## src/rtl/div_iter.sv

```systemverilog
// div_iter: iterative 32-step radix-2 restoring divider (DIV/DIVU/REM/REMU); optional DIV_ZERO_BYPASS_EN gives a 1-cycle divide-by-zero path
module div_iter (
    input  logic        clk,
    input  logic        rst,
    input  logic        signed_div_i,
    input  logic [31:0] opdata1_i,
    input  logic [31:0] opdata2_i,
    input  logic        start_i,
    input  logic        annul_i,
    output logic [63:0] result_o,
    output logic        ready_o
);
    typedef enum logic [1:0] {IDLE, ZERO, ON, DONE} state_t;
`ifdef DIV_ZERO_BYPASS_EN
    localparam state_t ZERO_NEXT = ZERO;
`else
    localparam state_t ZERO_NEXT = ON;
`endif
    state_t      state_q, state_d;
    logic [5:0]  cnt_q, cnt_d;
    logic [31:0] rem_q, rem_d, dvd_q, dvd_d, dvs_q, dvs_d, orig_q, orig_d;
    logic        neg_q, neg_d, dsign_q, dsign_d, zero_q, zero_d, ready_q, ready_d;
    logic [63:0] result_q, result_d;
    logic [32:0] shifted, diff;
    logic [31:0] q_raw, r_raw, q_fix, r_fix;
    logic        last, s1, s2;
    // all state and datapath registers; rst clears to idle with outputs low
    always_ff @(posedge clk) begin
        if (rst) begin
            state_q  <= IDLE;
            cnt_q    <= '0;
            rem_q    <= '0;
            dvd_q    <= '0;
            dvs_q    <= '0;
            orig_q   <= '0;
            neg_q    <= 1'b0;
            dsign_q  <= 1'b0;
            zero_q   <= 1'b0;
            ready_q  <= 1'b0;
            result_q <= '0;
        end else begin
            state_q  <= state_d;
            cnt_q    <= cnt_d;
            rem_q    <= rem_d;
            dvd_q    <= dvd_d;
            dvs_q    <= dvs_d;
            orig_q   <= orig_d;
            neg_q    <= neg_d;
            dsign_q  <= dsign_d;
            zero_q   <= zero_d;
            ready_q  <= ready_d;
            result_q <= result_d;
        end
    end
    // next state: annul returns to idle, done waits for start to drop
    always_comb begin
        state_d = state_q;
        if (annul_i) state_d = IDLE;
        else begin
            case (state_q)
                IDLE: if (start_i) state_d = (opdata2_i == 32'd0) ? ZERO_NEXT : ON;
                ZERO: state_d = DONE;
                ON:   if (last) state_d = DONE;
                DONE: if (!start_i) state_d = IDLE;
            endcase
        end
    end
    // one restoring step: the dividend register shifts out its MSB and collects quotient bits
    always_comb begin
        shifted = {rem_q, dvd_q[31]};
        diff    = shifted - {1'b0, dvs_q};
        last    = cnt_q == 6'd31;
        q_raw   = {dvd_q[30:0], ~diff[32]};
        r_raw   = diff[32] ? shifted[31:0] : diff[31:0];
        q_fix   = neg_q ? -q_raw : q_raw;
        r_fix   = dsign_q ? -r_raw : r_raw;
        s1      = signed_div_i & opdata1_i[31];
        s2      = signed_div_i & opdata2_i[31];
    end
    // datapath and registered outputs per state
    always_comb begin
        cnt_d    = cnt_q;
        rem_d    = rem_q;
        dvd_d    = dvd_q;
        dvs_d    = dvs_q;
        orig_d   = orig_q;
        neg_d    = neg_q;
        dsign_d  = dsign_q;
        zero_d   = zero_q;
        ready_d  = ready_q;
        result_d = result_q;
        case (state_q)
            IDLE: if (start_i) begin
                neg_d   = s1 ^ s2;
                dsign_d = s1;
                dvd_d   = s1 ? -opdata1_i : opdata1_i;
                dvs_d   = s2 ? -opdata2_i : opdata2_i;
                orig_d  = opdata1_i;
                zero_d  = opdata2_i == 32'd0;
                rem_d   = '0;
                cnt_d   = '0;
            end
            ZERO: begin
                ready_d  = 1'b1;
                result_d = {orig_q, 32'hFFFF_FFFF};
            end
            ON: begin
                rem_d = r_raw;
                dvd_d = q_raw;
                cnt_d = cnt_q + 6'd1;
                if (last) begin
                    ready_d  = 1'b1;
                    result_d = zero_q ? {orig_q, 32'hFFFF_FFFF} : {r_fix, q_fix};
                end
            end
            DONE: if (!start_i) begin
                ready_d  = 1'b0;
                result_d = '0;
            end
        endcase
        if (annul_i) begin
            ready_d  = 1'b0;
            result_d = '0;
            cnt_d    = '0;
        end
    end
    assign ready_o  = ready_q;
    assign result_o = result_q;
endmodule

```

## config.mk

```make
export PLATFORM = sky130hd
export DESIGN_NAME = div_iter
export DESIGN_NICKNAME = d
export VERILOG_FILES = /design/src/rtl/div_iter.sv
export SDC_FILE = /design/constraint.sdc
export NUM_CORES = 1
export LEC_CHECK = 0
export CELL_PAD_IN_SITES_DETAIL_PLACEMENT = 1
export CELL_PAD_IN_SITES_GLOBAL_PLACEMENT = 2
export CORE_ASPECT_RATIO = 0.6
export CORE_MARGIN = 2
export CORE_UTILIZATION = 33
export CTS_CLUSTER_DIAMETER = 120
export CTS_CLUSTER_SIZE = 12
export DETAILED_ROUTE_END_ITERATION = 6
export PLACE_DENSITY = 0.92
export SKIP_LAST_GASP = 1
export SYNTH_ARGS = -nofsm -noshare
export SYNTH_HDL_FRONTEND = slang
export SYNTH_SLANG_ARGS = --single-unit
```

## constraint.sdc

```tcl
create_clock -name clk -period 5.81 [get_ports clk]
set_input_delay 1.162 -clock clk [delete_from_list [all_inputs] [get_ports clk]]
set_output_delay 1.162 -clock clk [all_outputs]
set_load 0.1 [all_outputs]
```

==> metrics.csv <==
metric,value,unit
grt.total_usage,24.8,%
start_kind,flip-flop,
drv_cap,0,
antenna_found_initial,1,
use_met1,39.4,%
grt_first_pass_wirelength,82.5,mm
grt_pass1_vias,13600,
hold_viol,0,
start_util,33.7,%
use_met3,4.38,%
clockBufferDepth,3,
drtIter0Drc,1196,
path_class,reg2reg,
fmax,0.200,GHz
cts_resized,0,
fp.dieH,159,um
cts_setup_buffers,0,
cp_max_fo,26,
cpMostUsedCell,inv_1,
core-area,39300,um2
p_leak,5.63,nW
cts_tree,built,
crit_required,6.27,ns
final_max_slew_viol_count,0,
wl_per_cell,22.4,um
fp.dieArea,41800,um2
grtUsageMet2,35.0,%
antenna_left,0,
port_buffers,133,
wirelength,53.5,mm
ys.flop_type,dfxtp_1,
dp_hpwl,41.0,mm
postSynth.asyncResetShare,0,%
cts_max_level,1,
worst_pin_slew,1.20,ns
clockRootBuffer,clkbuf_16,
finish.utilization,39.5,%
ys_types,83,
synth_edf_count,0,
slowest_delay,0.53,ns
path_clk_slew,0.06,ns
vias,14000,
irDropWorstVdd,156,uV
first_pass_iters,5,
slowest_stage,o21a_1,
final_cells,2385,
crit_family,compound AO/OA/AOI/OAI gates,
nets,1972,
finalSetupTns,0,ns
synth-seq-area-share,30.8,%
drive_gt1_share,4.99,%
syn_inst,1801,
cp_data_arrival_time,5.45,ns
synth_area,13300,um2
relSlewSlack,19.4,%
fin_total_pwr,3.71,mW
syn_avg_cell_area,7.36,um2
clock_latency,0.52,ns
crit_chain,inv_1 > ha_1 > inv_1 > fa_1 > a211oi_2 > o21ai_2 > o211ai_2 > a2111oi_4 > o21a_1 > nor2_8 > inv_2 > ha_1 > nand3b_1 > inv_1 > nand3_1 > or3_1 > o31ai_1 > xnor2_1 > a21oi_1 > nor2_1,
gp_congestion,0.899,
busiest_layer,met1,
yosysWarnings,0,
syn_to_final_growth,17.2,%
drc,0,
rsz0062_at_grt,no,
row_count,56,
clock-sinks,204,
hold_path.class,reg2reg,
power_density,239,nW/um2
grt_start_max_net_pins,81,
fin_crit_sh,85.9,%
finalCriticalPeriod,4.99,ns
routed_via_density,5.85,
critPathBufInv,4,
place_inst,2363,
cts_buffers,20,
status,completed,
setup_violations,0,
end_kind,flip-flop,
holdWs,0.453,ns
die_x,263,um
ys_ff_latch,204,
finClkSkew,0.0126,ns
syn-num-nets,1910,
grt_overflow,0,
holdBufCountCts,0,
num_io_pins,134,
## cell usage after synthesis (all sizes together) (7+ instances only)
| library cell | number | area share, % |
|---|---|---|
| a211oi | 45 | 2.6 |
| a21o | 12 | 0.68 |
| a21oi | 201 | 7.6 |
| a221oi | 24 | 1.7 |
| a22oi | 20 | 1.1 |
| a311oi | 8 | 0.53 |
| a31oi | 10 | 0.47 |
| and2 | 11 | 0.52 |
| and3 | 11 | 0.52 |
| buf | 26 | 0.95 |
| clkbuf | 93 | 2.6 |
| dfxtp | 204 | 31 |
| ha | 39 | 3.7 |
| inv | 57 | 1.6 |
| mux2i | 20 | 1.5 |
| nand2 | 252 | 7.1 |
| nand2b | 10 | 0.47 |
| nand3 | 25 | 0.94 |
| nand3b | 7 | 0.40 |
| nand4 | 14 | 0.66 |
| nor2 | 211 | 6.1 |
| nor2b | 7 | 0.33 |
| nor3 | 44 | 1.7 |
| nor4 | 13 | 0.61 |
| o211ai | 11 | 0.66 |
| o21a | 10 | 0.57 |
| o21ai | 146 | 5.6 |
| o31ai | 23 | 1.3 |
| o41ai | 15 | 1.1 |
| or2 | 7 | 0.33 |
| or3 | 19 | 0.90 |
| or4 | 8 | 0.45 |
| xnor2 | 75 | 5.0 |
| xor2 | 57 | 3.8 |
## cells in the final DEF, fill, tap and decap left out, drive strengths merged, types with 44 or more instances in the layout
cell type,count
o21ai,146
nor3,44
clkdlybuf4s50,132
nand2,252
a211oi,45
dfxtp,204
inv,57
nor2,211
a21oi,201
xnor2,75
xor2,57
## final timing paths
check                                start            to  slack [ns]  depth (start not counted)
worst max register to register   dvd_q[31]  result_o[26]        0.82                         20
worst min register to register  orig_q[25]    orig_q[25]        0.45                          2
worst min-delay path            orig_q[25]    orig_q[25]        0.45                          2
worst max-delay path             dvd_q[31]  result_o[26]        0.82                         20
## logic make-up (layout without fill, tap and decap cells)
kind of cell	after synthesis	count (layout)	synth area share [%]
other	0	1	0
adder cells (fa/ha/maj)	40	40	3.83
flip-flops	204	204	30.8
AO/OA/AOI/OAI	568	568	27.2
AND/OR/NAND/NOR	655	655	22.3
multiplexers	25	25	1.94
buffers and inverters	177	238	5.23
XOR/XNOR	132	132	8.73
## per-layer routing
layer  vias up  wire length [um]
li1       6535                 -
met1      6934             27500
met5         -                 0
met4         0               526
met2       440             21500
met3        43              3970
## stage by stage
step | cell area (um2) | worst slack (ns)
6_report | 15500 | 0.819
5_1_grt | 15500 | 0.467
4_1_cts | 15500 | 0.924
3_5_place_dp | 15000 | 0.609
3_3_place_gp | 15000 | 0.726
2_1_floorplan | 13300 | 1.74
## where the power goes
| part | switching (mW) | internal [mW] | leakage, nW |
|---|---|---|---|
| Sequential | 0.0609 | 1.47 | 1.66 |
| Clock | 0.590 | 0.636 | 0.259 |
| Combinational | 0.661 | 0.299 | 3.70 |
## cell type report
class	count	area, um2
repair buffers	159	1540
flip-flops and latches	204	4080
diodes	1	2.50
fillers	4760	23800
well taps	522	653
inverters	58	218
multi-input cells	1420	8510
clock buffers	21	526
## state kept, by name, indices dropped and copies added, names as in the netlist
| name | cells |
|---|---|
| dsign_q | 1 |
| zero_q | 1 |
| neg_q | 1 |
| result_o | 64 |
| dvs_q | 32 |
| cnt_q | 6 |
| ready_o | 1 |
| rem_q | 32 |
| orig_q | 32 |
| state_q | 2 |
| dvd_q | 32 |
## worst reg2reg max path, stage by stage (launching register included)
cell	delay (ns)
dfxtp_1	0.42
inv_1	0.07
ha_1	0.22
inv_1	0.08
fa_1	0.24
a211oi_2	0.09
o21ai_2	0.36
o211ai_2	0.20
a2111oi_4	0.45
o21a_1	0.53
nor2_8	0.20
inv_2	0.29
ha_1	0.28
nand3b_1	0.13
inv_1	0.11
nand3_1	0.14
or3_1	0.45
o31ai_1	0.29
xnor2_1	0.17
a21oi_1	0.09
nor2_1	0.12
Note: power is estimated with default switching activity, not from simulation.
